$ cat config.mk
export PLATFORM = sky130hd
export DESIGN_NAME = sld_loader
export DESIGN_NICKNAME = d
export VERILOG_FILES = /design/src/rtl/sld_loader.sv
export SDC_FILE = /design/constraint.sdc
export NUM_CORES = 1
export LEC_CHECK = 0
export CAP_MARGIN = 20
export CORE_AREA = 2 2 65 67
export CTS_CLUSTER_SIZE = 16
export DETAILED_ROUTE_END_ITERATION = 8
export DIE_AREA = 0 0 67 69
export PLACE_DENSITY_LB_ADDON = 0.2
export SYNTH_ARGS = -nofsm -noshare
export SYNTH_HDL_FRONTEND = slang
export SYNTH_SLANG_ARGS = --single-unit
$ cat constraint.sdc
create_clock -name clk_i -period 1.81 [get_ports clk_i]
set_input_delay 0.362 -clock clk_i [delete_from_list [all_inputs] [get_ports clk_i]]
set_output_delay 0.362 -clock clk_i [all_outputs]
set_load 0.01 [all_outputs]
$ cat src/rtl/sld_loader.sv
// sld_loader: streams DATA_LEN bytes from a byte ROM to a UART transmitter
// once SYNC_BYTE is received. It handshakes with the transmitter through
// tx_start / tx_busy, so only one byte is ever in flight.
//
// Ports:
//   clk_i, rst_i     single clock, synchronous active-high reset
//   rx_data_i        byte from the UART receiver, qualified by rx_valid_i
//   mem_addr_o       registered ROM read address
//   mem_data_i       ROM read data, valid one cycle after mem_addr_o
//   tx_data_o        registered byte to the UART transmitter
//   tx_start_o       one-cycle start pulse to the transmitter
//   tx_busy_i        transmitter busy flag
//   rearm_i          returns the block from DONE to IDLE
//   active_o         high in every state except IDLE and DONE
//   done_o           high while in DONE
//   sent_count_o     bytes completed in the current session
module sld_loader #(
  parameter int unsigned DATA_LEN  = 910,
  parameter logic [7:0]  SYNC_BYTE = 8'hAA,
  parameter int unsigned ADDR_W    = 10
) (
  input  logic              clk_i,
  input  logic              rst_i,
  input  logic [7:0]        rx_data_i,
  input  logic              rx_valid_i,
  output logic [ADDR_W-1:0] mem_addr_o,
  input  logic [7:0]        mem_data_i,
  output logic [7:0]        tx_data_o,
  output logic              tx_start_o,
  input  logic              tx_busy_i,
  input  logic              rearm_i,
  output logic              active_o,
  output logic              done_o,
  output logic [ADDR_W-1:0] sent_count_o
);

  localparam logic [ADDR_W-1:0] LastIdx = ADDR_W'(DATA_LEN - 1);
  localparam logic [ADDR_W-1:0] One     = ADDR_W'(1);

  typedef enum logic [2:0] {
    StIdle,
    StFetch,
    StLoad,
    StWaitHi,
    StWaitLo,
    StDone
  } state_e;

  state_e            state_q, state_d;
  logic [ADDR_W-1:0] idx_q, idx_d;
  logic [ADDR_W-1:0] mem_addr_q, mem_addr_d;
  logic [ADDR_W-1:0] sent_count_q, sent_count_d;
  logic [7:0]        tx_data_q, tx_data_d;
  logic              tx_start_q, tx_start_d;

  always_ff @(posedge clk_i) begin
    if (rst_i) begin
      state_q      <= StIdle;
      idx_q        <= '0;
      mem_addr_q   <= '0;
      sent_count_q <= '0;
      tx_data_q    <= '0;
      tx_start_q   <= 1'b0;
    end else begin
      state_q      <= state_d;
      idx_q        <= idx_d;
      mem_addr_q   <= mem_addr_d;
      sent_count_q <= sent_count_d;
      tx_data_q    <= tx_data_d;
      tx_start_q   <= tx_start_d;
    end
  end

  always_comb begin
    state_d      = state_q;
    idx_d        = idx_q;
    mem_addr_d   = mem_addr_q;
    sent_count_d = sent_count_q;
    tx_data_d    = tx_data_q;
    // Start is a pulse: it only rises on the LOAD -> WAIT_HI transition.
    tx_start_d   = 1'b0;

    unique case (state_q)
      StIdle: begin
        if (rx_valid_i && (rx_data_i == SYNC_BYTE)) begin
          idx_d        = '0;
          mem_addr_d   = '0;
          sent_count_d = '0;
          state_d      = StFetch;
        end
      end
      // One cycle for the synchronous ROM to present mem_data_i.
      StFetch: state_d = StLoad;
      StLoad: begin
        if (!tx_busy_i) begin
          tx_data_d  = mem_data_i;
          tx_start_d = 1'b1;
          state_d    = StWaitHi;
        end
      end
      // Wait for the transmitter to acknowledge the start before watching
      // for its falling busy edge, so a byte is never counted twice.
      StWaitHi: begin
        if (tx_busy_i) begin
          state_d = StWaitLo;
        end
      end
      StWaitLo: begin
        if (!tx_busy_i) begin
          sent_count_d = sent_count_q + One;
          if (idx_q == LastIdx) begin
            state_d = StDone;
          end else begin
            idx_d      = idx_q + One;
            mem_addr_d = idx_q + One;
            state_d    = StFetch;
          end
        end
      end
      StDone: begin
        if (rearm_i) begin
          state_d = StIdle;
        end
      end
      default: state_d = StIdle;
    endcase
  end

  assign mem_addr_o   = mem_addr_q;
  assign tx_data_o    = tx_data_q;
  assign tx_start_o   = tx_start_q;
  assign sent_count_o = sent_count_q;
  assign active_o     = (state_q != StIdle) && (state_q != StDone);
  assign done_o       = (state_q == StDone);

endmodule

==> impl_metrics.ini <==
[setup_path]
critPathSlowestCell = clkdlybuf4s50_1
crit_arrival_ns = 2.00
path_max_fanout = 6
cp-end-kind = flop
critPathLaunchType = primary input
critical-path-max-stage-delay_ns = 0.44
cpMostUsedCell = buf_6
cp_top_family = buffers and inverters
startpoint = rx_data_i[3]
critPathBufInv = 3
timing.rr.start = state_q[2]$_SDFFE_PP0P_
critPathKind = primary input to flop
worstPathRequired_ns = 2.01
path_cells = clkdlybuf4s50_1 > nor2b_2 > a32oi_4 > buf_6 > buf_6 > or3_4 > a21oi_2

[clocking]
insertion_delay_ns = 0.28
cts.clk_slew.worst_paths_ns = 0.06
htreeDepth = 2
cts_root_buf = clkbuf_8
tritoncts = built
holdBufCountCts = 0
cts_made_buffers = 5
cts.sinks = 32
clockBufferDepth = 2

[finish]
final_util_pct = 69.7
final_area_um2 = 2730
stdcell_count = 332
drive_gt1_share_pct = 24.5
nets = 308
area_growth_pct = 55.6
fillers = 325
num_antenna_cells = 0

[synthesis]
syn_area_um2 = 1750
synth_area_leader_cell = dfxtp_1
synthArstFlopShare_pct = 0
synth_area_per_cell_um2 = 8.54
synth_fp_nets = 229
yosysSeqAreaShare_pct = 36.6
yosysUniqueCellTypes = 52
synth_common_cells = 32 x dfxtp_1, 31 x nand2_1, 16 x a21oi_1
netlist_instances = 205
yosysMostFrequentCell = dfxtp_1
synthTopCellsByArea = dfxtp_1 37%, nand2_1 6.6%, a21oi_1 4.6%
synth-seq-cells = 32
yosysWarnings = 0
synth-edff-count = 0
synth_flop_cell = dfxtp_1
netlist.area_leader.share_pct = 36.6

[timing]
max_freq_mhz = 558
finalSetupViolCount = 0
maxSlewHeadroom_pct = 64.4
final_hold_viol_count = 0
finalCritPeriodShare_pct = 99.1
min_period_ns = 1.79
hold_slack_ns = 0.454
final_max_slew_viol_count = 0
clock_skew_ns = 0.0109
rsz0062_at_grt = true
worst_pin_slew_ns = 0.532

[placed_design]
port_buffers = 51
placed_cells = 318
dpl_cell_area_um2 = 2460
dpl.hpwl_um = 3410
gp_congestion = 0.975

[status]
status = completed

[routing]
wl_per_cell_um = 15.6
wl_met3_um = 357
routed_via_density = 5.74
detail_route.iter0.violations = 243
maxUsedRoutingLayer = met4
wl_met1_um = 2120
post-route-drc-count = 0
drtAntennaViolNets = 0
via_count = 1907
dr.pass1.iters = 4
wl_met2_um = 2630
wirelength_um = 5190

[power_and_ir_drop]
p_per_area_nw_per_um2 = 922
p_leak_nw = 0.991
vdd_drop_max_v = 0.000873
p_total_w = 0.00251

[grt]
antenna_found_initial = 0
grt_pass1_wl_um = 8160
first_global_vias = 1759
gr-total-overflow = 0
grt_usage_pct = 22.4
grt_max_degree = 19

[job]
maxCapViolCount = 0

[die]
core_um2 = 3910
ioPinCount = 52
row_count = 23
die_area_um2 = 4620
die_y_um = 69
start_util_pct = 44.8
dieWidth_um = 67

[worst_hold_path]
hold_path.class = flop to flop
min_from = tx_data_o[1]$_SDFFE_PP0P_
[tightest hold or removal path, stage by stage, from the launching register on]
cell	delay (ns)
dfxtp_1	0.31
nand2_1	0.05
a21oi_1	0.05
[final timing paths]
path	endpoint	slack [ns]	depth (start not counted)
max	mem_addr_o[0]$_SDFFE_PP0P_	0.02	7
min	tx_data_o[1]$_SDFFE_PP0P_	0.45	2
max reg2reg	mem_addr_o[7]$_SDFFE_PP0P_	0.04	5
min reg2reg	tx_data_o[1]$_SDFFE_PP0P_	0.45	2
[where the power goes]
| group | switching, W | internal (W) |
|---|---|---|
| logic | 0.000615 | 0.000563 |
| clock network | 0.000233 | 0.000247 |
| registers | 0.0000864 | 0.000768 |
[per-stage QoR]
step / setup TNS (ns) / setup WS, ns
CTS: -0.136 / -0.0406
global placement: -4.59 / -0.333
finish: 0 / 0.0166
global route: -0.100 / -0.0308
floorplan: 0 / 0.147
detailed placement: -6.08 / -0.426
[cells by family (layout without fill, tap and decap cells)]
| kind of cell | count (synthesis) | count (layout) | synth area share [%] |
|---|---|---|---|
| xor+xnor | 1 | 1 | 0.500 |
| buf+inv | 17 | 94 | 4.14 |
| mux | 4 | 4 | 2.29 |
| flops | 32 | 32 | 36.6 |
| fa+ha+maj | 3 | 3 | 2.14 |
| simple gates | 94 | 94 | 32.3 |
| compound gates | 54 | 54 | 22.1 |
[routing by layer]
layer	vias to the layer above	global-route usage, %
li1	922	-
met1	898	28.6
met2	77	36.0
met3	10	6.69
met4	0	6.58
met5	-	0
[placed cells by master, fill, tap and decap left out, drive strengths merged, types with 2 or more instances in the layout]
| master | count |
|---|---|
| nand2 | 31 |
| o41ai | 2 |
| or2 | 4 |
| ha | 3 |
| o21ai | 9 |
| nor3b | 2 |
| o31ai | 7 |
| nand2b | 7 |
| nor2 | 3 |
| nor3 | 6 |
| a21o | 2 |
| or3 | 3 |
| dlymetal6s2s | 4 |
| clkbuf | 6 |
| o221a | 5 |
| nor4 | 6 |
| inv | 5 |
| and2 | 3 |
| clkdlybuf4s50 | 42 |
| or4 | 6 |
| dfxtp | 32 |
| o311ai | 3 |
| nand4 | 5 |
| a21oi | 16 |
| a41oi | 2 |
| mux2i | 4 |
| nand3 | 8 |
| a21boi | 2 |
| and3 | 2 |
| dlygate4sd2 | 4 |
| buf | 33 |
[registers in the layout (all words and copies together), names as in the netlist]
register and flops:
mem_addr_o 10, sent_count_o 10, state_q 3, tx_data_o 8, tx_start_o 1
[timing repair]
item / CTS / global route
gates resized for setup: 17 / 21
pin swaps: 12 / 11
cloned: 0 / 1
hold endpoints to repair: 0 / 0
setup endpoints to repair: 12 / 17
buffers inserted: 8 / 0
[cell type report]
cell class	instances	area, um^2	share of cell area (%)
Multi-Input combinational cell	156	1140	42.0
Tap cell	50	62.6	2.29
Sequential cell	32	644	23.6
Inverter	5	18.8	0.688
Timing Repair Buffer	84	787	28.9
Clock buffer	5	68.8	2.52
Power figures use the tool's default switching activity.
